[src/rtl/cpu_regfile8_if.sv]
// Register-file request/response bundle between the load/ALU decoder and cpu_regfile8.
interface cpu_regfile8_if;
   logic        ce;
   logic [2:0]  rd_a_sel;
   logic [7:0]  rd_a_data;
   logic [2:0]  rd_b_sel;
   logic [7:0]  rd_b_data;
   logic        wr8_en;
   logic [2:0]  wr8_sel;
   logic [7:0]  wr8_data;
   logic        wr16_en;
   logic [2:0]  wr16_sel;
   logic [15:0] wr16_data;
   logic [3:0]  f_wr_mask;
   logic [3:0]  f_wr_data;
   logic [1:0]  sp_step;
   logic [1:0]  hl_step;
   logic        sel_err;
   logic [7:0]  reg_a, reg_b, reg_c, reg_d, reg_e, reg_h, reg_l, reg_f;
   logic [15:0] reg_sp;

   modport master (
      output ce, rd_a_sel, rd_b_sel, wr8_en, wr8_sel, wr8_data,
             wr16_en, wr16_sel, wr16_data, f_wr_mask, f_wr_data, sp_step, hl_step,
      input  rd_a_data, rd_b_data, sel_err,
             reg_a, reg_b, reg_c, reg_d, reg_e, reg_h, reg_l, reg_f, reg_sp
   );

   modport slave (
      input  ce, rd_a_sel, rd_b_sel, wr8_en, wr8_sel, wr8_data,
             wr16_en, wr16_sel, wr16_data, f_wr_mask, f_wr_data, sp_step, hl_step,
      output rd_a_data, rd_b_data, sel_err,
             reg_a, reg_b, reg_c, reg_d, reg_e, reg_h, reg_l, reg_f, reg_sp
   );
endinterface

[src/rtl/cpu_regfile8.sv]
// 8-bit CPU register file (B,C,D,E,H,L,A,F,SP) with two combinational read ports,
// byte/pair writes, flag-masked updates and SP/HL increment/decrement.
module cpu_regfile8 #(
   parameter logic [15:0] RESET_AF = 16'h0000,
   parameter logic [15:0] RESET_BC = 16'h0000,
   parameter logic [15:0] RESET_DE = 16'h0000,
   parameter logic [15:0] RESET_HL = 16'h0000,
   parameter logic [15:0] RESET_SP = 16'h0000
) (
   input  logic          clk,
   input  logic          reset,
   cpu_regfile8_if.slave bus
);
   localparam int unsigned W8  = 8;
   localparam int unsigned W16 = 16;
   localparam int unsigned WF  = 4;

   logic [W8-1:0]  b_q, c_q, d_q, e_q, h_q, l_q, a_q;
   logic [W8-1:0]  b_d, c_d, d_d, e_d, h_d, l_d, a_d;
   logic [WF-1:0]  f_q, f_d;            // upper flag nibble Z,N,H,C
   logic [W16-1:0] sp_q, sp_d;
   logic           sel_err_q, sel_err_d;
   logic           hl_hold, sp_hold;
   logic [W16-1:0] hl_cur;

   assign hl_cur = {h_q, l_q};

   // Step suppression: a pair write or a byte write into H/L cancels the pair step
   assign hl_hold = (bus.wr16_en && bus.wr16_sel == 3'd2) ||
                    (bus.wr8_en && (bus.wr8_sel == 3'd4 || bus.wr8_sel == 3'd5));
   assign sp_hold = bus.wr16_en && bus.wr16_sel == 3'd3;

   // Next state: sources applied lowest priority first so higher ones overwrite per byte
   always_comb begin
      b_d = b_q; c_d = c_q; d_d = d_q; e_d = e_q;
      h_d = h_q; l_d = l_q; a_d = a_q; f_d = f_q;
      sp_d = sp_q;
      sel_err_d = sel_err_q;
      if (bus.ce) begin
         for (int i = 0; i < int'(WF); i++) begin
            if (bus.f_wr_mask[i]) f_d[i] = bus.f_wr_data[i];
         end
         if (!hl_hold) begin
            case (bus.hl_step)
               2'b01:   {h_d, l_d} = W16'(hl_cur + 16'd1);
               2'b10:   {h_d, l_d} = W16'(hl_cur - 16'd1);
               default: ;
            endcase
         end
         if (!sp_hold) begin
            case (bus.sp_step)
               2'b01:   sp_d = W16'(sp_q + 16'd1);
               2'b10:   sp_d = W16'(sp_q - 16'd1);
               default: ;
            endcase
         end
         if (bus.wr16_en) begin
            case (bus.wr16_sel)
               3'd0:    {b_d, c_d} = bus.wr16_data;
               3'd1:    {d_d, e_d} = bus.wr16_data;
               3'd2:    {h_d, l_d} = bus.wr16_data;
               3'd3:    sp_d = bus.wr16_data;
               3'd4: begin
                  a_d = bus.wr16_data[15:8];
                  f_d = bus.wr16_data[7:4];
               end
               default: ;
            endcase
         end
         if (bus.wr8_en) begin
            case (bus.wr8_sel)
               3'd0:    b_d = bus.wr8_data;
               3'd1:    c_d = bus.wr8_data;
               3'd2:    d_d = bus.wr8_data;
               3'd3:    e_d = bus.wr8_data;
               3'd4:    h_d = bus.wr8_data;
               3'd5:    l_d = bus.wr8_data;
               3'd7:    a_d = bus.wr8_data;
               default: ;
            endcase
         end
         sel_err_d = bus.wr8_en && bus.wr8_sel == 3'd6;
      end
   end

   // Register state with asynchronous reset to parameterised values
   always_ff @(posedge clk or posedge reset) begin
      if (reset) begin
         {b_q, c_q} <= RESET_BC;
         {d_q, e_q} <= RESET_DE;
         {h_q, l_q} <= RESET_HL;
         a_q        <= RESET_AF[15:8];
         f_q        <= RESET_AF[7:4];
         sp_q       <= RESET_SP;
         sel_err_q  <= 1'b0;
      end else begin
         b_q <= b_d; c_q <= c_d; d_q <= d_d; e_q <= e_d;
         h_q <= h_d; l_q <= l_d; a_q <= a_d; f_q <= f_d;
         sp_q      <= sp_d;
         sel_err_q <= sel_err_d;
      end
   end

   // Read port A mux; index 6 ((HL) operand) is not a register and reads all-ones
   always_comb begin
      case (bus.rd_a_sel)
         3'd0:    bus.rd_a_data = b_q;
         3'd1:    bus.rd_a_data = c_q;
         3'd2:    bus.rd_a_data = d_q;
         3'd3:    bus.rd_a_data = e_q;
         3'd4:    bus.rd_a_data = h_q;
         3'd5:    bus.rd_a_data = l_q;
         3'd7:    bus.rd_a_data = a_q;
         default: bus.rd_a_data = 8'hFF;
      endcase
   end

   // Read port B mux, same decode as port A
   always_comb begin
      case (bus.rd_b_sel)
         3'd0:    bus.rd_b_data = b_q;
         3'd1:    bus.rd_b_data = c_q;
         3'd2:    bus.rd_b_data = d_q;
         3'd3:    bus.rd_b_data = e_q;
         3'd4:    bus.rd_b_data = h_q;
         3'd5:    bus.rd_b_data = l_q;
         3'd7:    bus.rd_b_data = a_q;
         default: bus.rd_b_data = 8'hFF;
      endcase
   end

   assign bus.reg_a   = a_q;
   assign bus.reg_b   = b_q;
   assign bus.reg_c   = c_q;
   assign bus.reg_d   = d_q;
   assign bus.reg_e   = e_q;
   assign bus.reg_h   = h_q;
   assign bus.reg_l   = l_q;
   assign bus.reg_f   = {f_q, 4'h0};
   assign bus.reg_sp  = sp_q;
   assign bus.sel_err = sel_err_q;
endmodule
[src/flat_wrapper.sv]
// flat-port wrapper written by rule: the top's interface ports become plain ports
module cpu_regfile8_flat 
#(
   parameter logic [15:0] RESET_AF = 16'h0000,
   parameter logic [15:0] RESET_BC = 16'h0000,
   parameter logic [15:0] RESET_DE = 16'h0000,
   parameter logic [15:0] RESET_HL = 16'h0000,
   parameter logic [15:0] RESET_SP = 16'h0000
)
  (clk, reset, bus_ce, bus_rd_a_sel, bus_rd_b_sel, bus_wr8_en, bus_wr8_sel, bus_wr8_data, bus_wr16_en, bus_wr16_sel, bus_wr16_data, bus_f_wr_mask, bus_f_wr_data, bus_sp_step, bus_hl_step, bus_rd_a_data, bus_rd_b_data, bus_sel_err, bus_reg_a, bus_reg_b, bus_reg_c, bus_reg_d, bus_reg_e, bus_reg_h, bus_reg_l, bus_reg_f, bus_reg_sp);
  cpu_regfile8_if bus_i ();
  input  logic clk;
  input  logic reset;
  input wire logic [$bits(bus_i.ce)-1:0] bus_ce;
  input wire logic [$bits(bus_i.rd_a_sel)-1:0] bus_rd_a_sel;
  input wire logic [$bits(bus_i.rd_b_sel)-1:0] bus_rd_b_sel;
  input wire logic [$bits(bus_i.wr8_en)-1:0] bus_wr8_en;
  input wire logic [$bits(bus_i.wr8_sel)-1:0] bus_wr8_sel;
  input wire logic [$bits(bus_i.wr8_data)-1:0] bus_wr8_data;
  input wire logic [$bits(bus_i.wr16_en)-1:0] bus_wr16_en;
  input wire logic [$bits(bus_i.wr16_sel)-1:0] bus_wr16_sel;
  input wire logic [$bits(bus_i.wr16_data)-1:0] bus_wr16_data;
  input wire logic [$bits(bus_i.f_wr_mask)-1:0] bus_f_wr_mask;
  input wire logic [$bits(bus_i.f_wr_data)-1:0] bus_f_wr_data;
  input wire logic [$bits(bus_i.sp_step)-1:0] bus_sp_step;
  input wire logic [$bits(bus_i.hl_step)-1:0] bus_hl_step;
  output wire logic [$bits(bus_i.rd_a_data)-1:0] bus_rd_a_data;
  output wire logic [$bits(bus_i.rd_b_data)-1:0] bus_rd_b_data;
  output wire logic [$bits(bus_i.sel_err)-1:0] bus_sel_err;
  output wire logic [$bits(bus_i.reg_a)-1:0] bus_reg_a;
  output wire logic [$bits(bus_i.reg_b)-1:0] bus_reg_b;
  output wire logic [$bits(bus_i.reg_c)-1:0] bus_reg_c;
  output wire logic [$bits(bus_i.reg_d)-1:0] bus_reg_d;
  output wire logic [$bits(bus_i.reg_e)-1:0] bus_reg_e;
  output wire logic [$bits(bus_i.reg_h)-1:0] bus_reg_h;
  output wire logic [$bits(bus_i.reg_l)-1:0] bus_reg_l;
  output wire logic [$bits(bus_i.reg_f)-1:0] bus_reg_f;
  output wire logic [$bits(bus_i.reg_sp)-1:0] bus_reg_sp;
  assign bus_i.ce = bus_ce;
  assign bus_i.rd_a_sel = bus_rd_a_sel;
  assign bus_i.rd_b_sel = bus_rd_b_sel;
  assign bus_i.wr8_en = bus_wr8_en;
  assign bus_i.wr8_sel = bus_wr8_sel;
  assign bus_i.wr8_data = bus_wr8_data;
  assign bus_i.wr16_en = bus_wr16_en;
  assign bus_i.wr16_sel = bus_wr16_sel;
  assign bus_i.wr16_data = bus_wr16_data;
  assign bus_i.f_wr_mask = bus_f_wr_mask;
  assign bus_i.f_wr_data = bus_f_wr_data;
  assign bus_i.sp_step = bus_sp_step;
  assign bus_i.hl_step = bus_hl_step;
  assign bus_rd_a_data = bus_i.rd_a_data;
  assign bus_rd_b_data = bus_i.rd_b_data;
  assign bus_sel_err = bus_i.sel_err;
  assign bus_reg_a = bus_i.reg_a;
  assign bus_reg_b = bus_i.reg_b;
  assign bus_reg_c = bus_i.reg_c;
  assign bus_reg_d = bus_i.reg_d;
  assign bus_reg_e = bus_i.reg_e;
  assign bus_reg_h = bus_i.reg_h;
  assign bus_reg_l = bus_i.reg_l;
  assign bus_reg_f = bus_i.reg_f;
  assign bus_reg_sp = bus_i.reg_sp;
  cpu_regfile8 #(.RESET_AF(RESET_AF), .RESET_BC(RESET_BC), .RESET_DE(RESET_DE), .RESET_HL(RESET_HL), .RESET_SP(RESET_SP)) u_core (.clk(clk), .reset(reset), .bus(bus_i));
endmodule
[config.mk]
export PLATFORM = sky130hd
export DESIGN_NAME = cpu_regfile8_flat
export DESIGN_NICKNAME = d
export VERILOG_FILES = /design/src/rtl/cpu_regfile8_if.sv /design/src/rtl/cpu_regfile8.sv /design/src/flat_wrapper.sv
export SDC_FILE = /design/constraint.sdc
export NUM_CORES = 1
export LEC_CHECK = 0
export ABC_AREA = 1
export CORE_MARGIN = 5
export CORE_UTILIZATION = 39
export CTS_BUF_LIST = sky130_fd_sc_hd__clkbuf_16
export DETAILED_ROUTE_END_ITERATION = 12
export DONT_BUFFER_PORTS = 1
export GPL_TIMING_DRIVEN = 1
export HOLD_SLACK_MARGIN = 0.15
export PLACE_DENSITY = 0.51
export SYNTH_ARGS = -nofsm -noshare
export SYNTH_HDL_FRONTEND = slang
export SYNTH_SLANG_ARGS = --single-unit
[constraint.sdc]
create_clock -name clk -period 5.8 [get_ports clk]
set_input_delay 0.29 -clock clk [delete_from_list [all_inputs] [get_ports clk]]
set_output_delay 0.29 -clock clk [all_outputs]
set_load 0.02 [all_outputs]
==> Yosys cells after proc, flatten, opt, wreduce, memory -nomap -nowiden <==
Index checks and enable logic that the tools add are counted.
{ "totals": {"reg_bits": 77, "wordCells": 95} }
{ "classes": {"n_eq_ne": 27, "n_reduce_logical": 10, "addsub": 4, "n_mux": 44} }
{ "op_table": {"columns": ["op", "count"], "rows": [
  ["$mux W8", 30],
  ["$pmux W8 S7", 2],
  ["$mux W16", 3],
  ["$eq A3 B3 Y1 const B", 11],
  ["$add A16 B1 Y16 const B", 2],
  ["$pmux W16 S2", 1],
  ["$pmux W8 S2", 2],
  ["$sub A16 B1 Y16 const B", 2],
  ["$eq A3 B2 Y1 const B", 8],
  ["$eq A3 B1 Y1 const B", 4],
  ["$logic_not A3 Y1", 4],
  ["$mux W4", 2],
  ["$eq A2 B1 Y1 const B", 2],
  ["$eq A2 B2 Y1 const B", 2],
  ["$logic_and A1 B1 Y1", 4],
  ["$mux W1", 4],
  ["$logic_or A1 B1 Y1", 2]
]} }

==> Depth between registers and ports, before layout <==
Gate-level depths: netlist (run 1).
{ "logic_depth": {"word_depth": 9, "mapped_depth": 16} }

==> Worst setup path after synthesis (run 1) <==
OpenSTA, ideal clock, no wires.
{ "synth_timing": {"path_type": "in2reg", "start": "input port bus_sp_step[0]", "end": "register u_core.sp_q[15], in the netlist u_core.bus.reg_sp[15]", "path_stages": 14, "slack_ns": 3.651, "required_ns": 5.684, "arrival_time_ns": 2.033, "cell_sequence": "inv_1 -> ha_1 -> ha_1 -> or2_2 -> nand3_1 -> nand2_1 -> nand2_1 -> nand2_1 -> nand2_1 -> nand2_1 -> a21oi_1 -> nand2_1 -> nand2_1 -> nand2_1"} }
{ "synth_between": {"elab_chain_len": 5, "elab_cells_between_ends": 6, "classes_between": "2 x eq/ne; 4 x mux"} }
{ "synth_lines": {"columns": ["item", "line", "source"], "rows": [
  ["start, declared", "flat_wrapper.sv:25", "input wire logic [$bits(bus_i.sp_step)-1:0] bus_sp_step;"],
  ["$eq A2 B2 Y1 or $eq A2 B1 Y1 (tied branches)", "cpu_regfile8.sv:51", "case (bus.sp_step)"],
  ["$pmux W16 S2 *", "cpu_regfile8.sv:51", null],
  ["$mux W16 *", "cpu_regfile8.sv:50", "if (!sp_hold) begin"],
  ["$mux W16", "cpu_regfile8.sv:58", "case (bus.wr16_sel)"],
  ["$mux W16 *", "cpu_regfile8.sv:57", "if (bus.wr16_en) begin"],
  ["end signal, assigned", "cpu_regfile8.sv:99", "sp_q <= sp_d;"],
  ["end, declared", "cpu_regfile8.sv:21", "logic [W16-1:0] sp_q, sp_d;"]
]} }
Mark *: on every way between the ends. The rest lies on a longest branch, timed or not.
A chain may end at the register's enable or synchronous reset.

==> Final worst setup path (run 1) <==
{ "layout_timing": {"start": "register u_core.l_q[5], in the netlist u_core.bus.reg_l[5]", "end": "output port bus_rd_a_data[5]"} }
{ "layout_between": {"elab_chain_len": 1} }
{ "layout_lines": {"columns": ["item", "line", "source"], "rows": [
  ["start, declared", "cpu_regfile8.sv:18", "logic [W8-1:0] b_q, c_q, d_q, e_q, h_q, l_q, a_q;"],
  ["start signal, assigned", "cpu_regfile8.sv:91", "{h_q, l_q} <= RESET_HL;"],
  ["start signal, assigned", "cpu_regfile8.sv:98", "h_q <= h_d; l_q <= l_d; a_q <= a_d; f_q <= f_d;"],
  ["$pmux W8 S7", "cpu_regfile8.sv:106", "case (bus.rd_a_sel)"],
  ["end, declared", "flat_wrapper.sv:27", "output wire logic [$bits(bus_i.rd_a_data)-1:0] bus_rd_a_data;"]
]} }
Every way passes these cells.

==> flow_summary.yaml, run 1 <==
critical_path:
  crit_fanout: 8
  endpoint_kind: "primary output"
  cp-start-kind: "flip-flop"
  crit_arrival_ps: 1920
  critPathKind: "reg2out"
  ff2ff_setup_slack_ps: 3660
  critPathRequiredTime_ps: 5510
sta:
  fin_hold_ws_ps: 169
  worst_pin_slew_ps: 1140
  fin_worst_skew_ps: 6.24
  period_share_pct: 38.0
  hold_viol_final: 0
  setup_slack_ps: 3590
  finalSetupViolCount: 0
  fin_setup_tns_ps: 0
  timing.fmax_mhz: 453
  finalCriticalPeriod_ps: 2210
  final_max_slew_viol_count: 0
  rsz0062_at_grt: "no"
  relSlewSlack_pct: 23.2
clock_network:
  cts_setup_buffers: 0
  htreeDepth: 3
  root_buffer: "clkbuf_16"
  path_clk_slew_ps: 60
  clock-sinks: 77
  numCtsBuffers: 9
  clockBufferDepth: 2
  cts_resized: 0
  cts_tree: "built"
  clk_latency_ps: 350
  ctsHoldBuffers: 27
pwr:
  max-vdd-ir-drop_v: 0.000168
  p_clk_share_pct: 21.1
  swShare_pct: 49.6
  power_frac_comb_pct: 34.0
  pwr-share-seq_pct: 44.9
  switching_power_mw: 1.22
  p_per_area_nw_per_um2: 333
  p_leak_nw: 3.31
  p_total_mw: 2.46
  intPower_mw: 1.24
synthesis:
  synth_cells: 1026
  synth-edff-count: 0
  ys_types: 45
  synth.avg_cell_area_um2: 6.61
  syn_area_um2: 6780
  synth_top_area_share_pct: 28.4
  synth_largest_area_cell: "dfrtp_1"
  yosys-top-cells-area: "dfrtp_1 28%, nand2_1 12%, o21ai_0 9.0%"
  synthArstFlopShare_pct: 100
  ys_dominant_reg_cell: "dfrtp_1"
  yosys_warnings: 0
  synth_seq_cells: 77
  ys_seq_area_share_pct: 28.4
placement:
  port_buffers: 0
  place_ws_ps: 3270
  placed_area_um2: 6850
  dp_hpwl_mm: 20.5
  dp.cells: 1211
  gp_congestion: 0.903
die:
  initial_utilization_pct: 39.5
  rows: 48
  floorplan.die_area_um2: 20100
  io_pins: 150
  core_um2: 17200
  die_h_um: 142
  die_width_um: 142
grt:
  grtUsageTotal_pct: 28.8
  grt_max_degree: 75
  grt.met1_usage_pct: 37.9
  use_met2_pct: 46.3
  grt_overflow: 0
  antenna_found_initial: 1
  grt_util_met3_pct: 7.48
  grt_pass1_wl_mm: 43.9
  busiest_layer: "met2"
  grt_pass1_vias: 6917
finish:
  finalNonFillerCells: 1252
  area_delta_synth_final_pct: 8.69
  fin_area_um2: 7370
  fillers: 1913
  final_util_pct: 42.9
  drive_gt1_share_pct: 6.62
  num-nets-final: 1097
  insertedDiodeCount: 0
drt:
  wl_per_cell_um: 23.5
  drt_iter0_drc: 845
  vias_per_cell: 5.98
  via_count: 7489
  routed_wl_mm: 29.4
  detail-route-antenna-nets: 0
  drtPass1Iterations: 5
  post-route-drc-count: 0
status:
  status: "finished, final reports clean"
min_path:
  hold_path.class: "in2reg"
flow_run:
  cap_violations: 0
placed cells by master, fill, tap and decap left out, drive strengths merged, types with 10 or more instances in the layout:
master	instances
nand2	219
inv	157
o21ai	125
nor2	86
dfrtp	77
a21oi	73
nand3	67
o22ai	41
o211ai	31
nand4	28
dlygate4sd3	26
ha	19
a221oi	16
a31oi	10
state kept, by name (all words and copies together) (netlist names), 4 cells and up:
register and flops:
u_core.bus.reg_a 8, u_core.bus.reg_b 8, u_core.bus.reg_c 8, u_core.bus.reg_d 8
u_core.bus.reg_e 8, u_core.bus.reg_h 8, u_core.bus.reg_l 8, u_core.bus.reg_sp 16
u_core.f_q 4
logic make-up (layout without fill, tap and decap cells):
| kind of cell | count (synthesis) | in the layout | synth area share, % |
|---|---|---|---|
| AO/OA/AOI/OAI | 312 | 312 | 27.5 |
| XOR/XNOR | 3 | 3 | 0.387 |
| adder cells (fa/ha/maj) | 20 | 20 | 3.80 |
| buffers and inverters | 201 | 199 | 12.3 |
| flip-flops | 77 | 77 | 28.4 |
| other | 1 | 4 | 0.0553 |
| AND/OR/NAND/NOR | 412 | 412 | 27.6 |
power by group through the flow:
stage	sequential (mW)	combinational (mW)	clock [mW]
after global placement	1.11	0.795	0
after global routing	1.12	0.943	0.546
after detailed placement	1.11	0.797	0
after floorplan	0.969	0.677	0
after CTS	1.10	0.828	0.525
final	1.10	0.836	0.517
path summary, 6_finish.rpt:
kind / depth (start not counted) / start / end
worst max-delay path: 4 / u_core.bus.reg_l[5]$_DFFE_PP0P_ / bus_rd_a_data[5]
worst min-delay path: 2 / bus_ce / u_core.bus.reg_d[4]$_DFFE_PP0P_
worst max register to register: 12 / u_core.bus.reg_sp[0]$_DFFE_PP0P_ / u_core.bus.reg_sp[14]$_DFFE_PP0P_
worst min register to register: 2 / u_core.bus.sel_err$_DFFE_PP0P_ / u_core.bus.sel_err$_DFFE_PP0P_
max in group asynchronous: 3 / reset / u_core.bus.reg_h[5]$_DFFE_PP0P_
min in group asynchronous: 2 / reset / u_core.bus.reg_c[0]$_DFFE_PP0P_
cell type report:
cell class                 count  area (µm²)  area share (%)
clock inverter                 5        22.5           0.305
sequential                    77        1930            26.1
clock buffer                   9         225            3.05
inverter                     157         593            8.04
timing repair buffer          28         288            3.90
tap                          225         282            3.82
multi-input combinational    751        4040            54.7
routing by layer:
metal	share of wire (%)	vias up	wire length (µm)
met1	41	3562	12100
met3	9.3	65	2740
li1	-	3495	-
met2	47	367	13800
met4	2.7	0	784
met5	0	-	0
critical path: stages, from the launching register on:
cell and delay (ps):
dfrtp_1 550, inv_1 270, o22ai_1 130, a221oi_1 300, nand4_1 310
cells in the mapped netlist (2+ instances only):
library cell,n
a21o_1,3
a21oi_1,67
a21oi_2,4
a21oi_4,2
a221oi_1,16
a22oi_1,3
a31oi_1,10
buf_1,2
buf_2,13
buf_4,7
buf_6,4
clkbuf_1,16
clkbuf_2,2
dfrtp_1,77
ha_1,19
inv_1,148
inv_2,7
nand2_1,212
nand2_2,6
nand3_1,59
nand3_2,6
nand3_4,2
nand4_1,28
nor2_1,69
nor2_2,13
nor2_4,3
nor3_1,9
o211ai_1,29
o211ai_2,2
o21ai_0,122
o21ai_1,3
o21bai_1,5
o221a_2,2
o221ai_1,2
o22ai_1,41
or2_2,2
xor2_1,3
(Power assumes the default switching activity.)
==> run 2: changes to the inputs <==
clock period = 2.18 ns   (was 5.8 ns; I/O delays follow)
==> run 2 against run 1 <==
Flip-flop and latch count unchanged. Combinational power grew to 3.3 times the previous value. Non-clock buffer count up 63. Critical path depth grew 3. Largest cell class unchanged. Largest power group is now combinational cells.
==> flow_summary.yaml, run 2 (synthesis gave the netlist of run 1 again) <==
die:
  initial_utilization_pct: 39.5
  io_pins: 150
  floorplan.die_area_um2: 20100
  core_um2: 17200
  die_width_um: 142
  rows: 48
  die_h_um: 142
sta:
  fin_worst_skew_ps: 9.52
  hold_viol_final: 0
  final_max_slew_viol_count: 0
  relSlewSlack_pct: 54.0
  period_share_pct: 93.6
  fin_hold_ws_ps: 151
  timing.fmax_mhz: 490
  worst_pin_slew_ps: 687
  setup_slack_ps: 140
  finalSetupViolCount: 0
  fin_setup_tns_ps: 0
  finalCriticalPeriod_ps: 2040
  rsz0062_at_grt: "no"
pwr:
  pwr-share-seq_pct: 38.7
  power_frac_comb_pct: 40.0
  switching_power_mw: 3.40
  swShare_pct: 48.8
  p_total_mw: 6.96
  max-vdd-ir-drop_v: 0.000579
  intPower_mw: 3.56
  p_clk_share_pct: 21.4
  p_per_area_nw_per_um2: 876
  p_leak_nw: 3.60
finish:
  layout_common_cells: "212 x nand2_1, 147 x inv_1, 122 x o21ai_0"
  seqCellArea_um2: 1930
  area_delta_synth_final_pct: 17.1
  multi_input_area_um2: 4040
  fin_area_um2: 7940
  num-nets-final: 1160
  fillers: 1838
  final_common_cell: "nand2_1"
  drive_gt1_share_pct: 10.3
  final_util_pct: 46.2
  largest_reg_flops: 16
  finalNonFillerCells: 1318
grt:
  grt_max_degree: 92
  grt_pass1_vias: 7287
  grt_pass1_wl_mm: 44.8
  grt_overflow: 0
  grtUsageTotal_pct: 29.1
  antenna_found_initial: 1
critical_path:
  critPathRequiredTime_ps: 2480
  crit_arrival_ps: 2340
  cp-start-kind: "input port"
  path_cells: "dlygate4sd3_1 -> inv_1 -> buf_4 -> nand4_1 -> dlygate4sd3_1 -> a31oi_1 -> dlygate4sd3_1"
  crit_top_cell: "dlygate4sd3_1"
  crit_fanout: 11
  crit_buf_inv: 5
  endpoint_kind: "flip-flop"
  crit_slowest_cell: "dlygate4sd3_1"
  critical_path.top_delay_family: "buffers and inverters"
  critPathKind: "in2reg"
  cpPeakStageDelay_ps: 590
drt:
  via_count: 7645
  drt_iter0_drc: 729
  wl_per_cell_um: 22.3
  vias_per_cell: 5.80
  post-route-drc-count: 0
  routed_wl_mm: 29.4
  drtPass1Iterations: 6
  detail-route-antenna-nets: 0
status:
  status: "finished, final reports clean"
placement:
  dp_hpwl_mm: 21.3
  gp_congestion: 0.966
  port_buffers: 0
  place_ws_ps: 85.3
  placed_area_um2: 7210
  dp.cells: 1256
clock_network:
  numCtsBuffers: 9
  clock-sinks: 77
  root_buffer: "clkbuf_16"
  htreeDepth: 3
  clockBufferDepth: 2
  clk_latency_ps: 360
  path_clk_slew_ps: 70
  cts_tree: "built"
min_path:
  hold_path.class: "in2reg"
flow_run:
  cap_violations: 0
[run 2: changes by cell type in the layout (fill, tap and decap cells not counted), sizes merged]
cell	delta
buf	+45
dlygate4sd3	+18
clkinv	+1
clkinvlp	+1
diode	+1
[run 2: what timing repair did]
action,in CTS,in global routing
gates resized for setup,0,0
endpoints found under the hold margin,105,0
setup buffers,0,0
hold buffers,45,0
[run 2: worst register-to-register path: cells and delay by family (launching register included)]
kind                     cells  cell delay (ps)
buffers and inverters        1               50
adder cells (fa/ha/maj)      1              390
flip-flops                   1              480
AND/OR/NAND/NOR              9              640
AO/OA/AOI/OAI                2              360
[run 2: final timing paths]
path,start,to,slack (ps),cells past startpoint
hold / removal,bus_wr16_data[9],u_core.bus.reg_sp[9]$_DFFE_PP0P_,150,4
hold reg to reg,u_core.bus.reg_sp[0]$_DFFE_PP0P_,u_core.bus.reg_sp[0]$_DFFE_PP0P_,650,2
setup reg to reg,u_core.bus.reg_sp[14]$_DFFE_PP0P_,u_core.bus.reg_sp[15]$_DFFE_PP0P_,170,13
setup / recovery,bus_wr8_sel[0],u_core.bus.reg_d[3]$_DFFE_PP0P_,140,7
max in group asynchronous,reset,u_core.bus.reg_sp[8]$_DFFE_PP0P_,1240,3
min in group asynchronous,reset,u_core.bus.sel_err$_DFFE_PP0P_,260,2
[run 2: final cells by class]
class	instances	area share (%)
sequential	77	24.3
clock inverter	7	0.504
clock buffer	9	2.84
antenna	1	0.0315
timing repair buffer	91	10.6
multi-input combinational	751	50.8
tap	225	3.54
inverter	157	7.47
[run 2: power by group through the flow]
stage | Clock [mW] | Combinational [mW] | Sequential (mW)
6_report | 1.49 | 2.78 | 2.69
5_1_grt | 1.54 | 3.11 | 2.73
4_1_cts | 1.49 | 2.76 | 2.68
3_5_place_dp | 0 | 2.57 | 2.70
3_3_place_gp | 0 | 2.58 | 2.71
2_1_floorplan | 0 | 1.80 | 2.58
[run 2: metal layers]
layer / up-vias / global-route usage, % / part of all wire (%)
met5: - / 0 / 0
met4: 0 / 8.54 / 2.7
met3: 57 / 6.57 / 8.7
met2: 351 / 46.6 / 46
met1: 3595 / 39.4 / 42
li1: 3642 / - / -
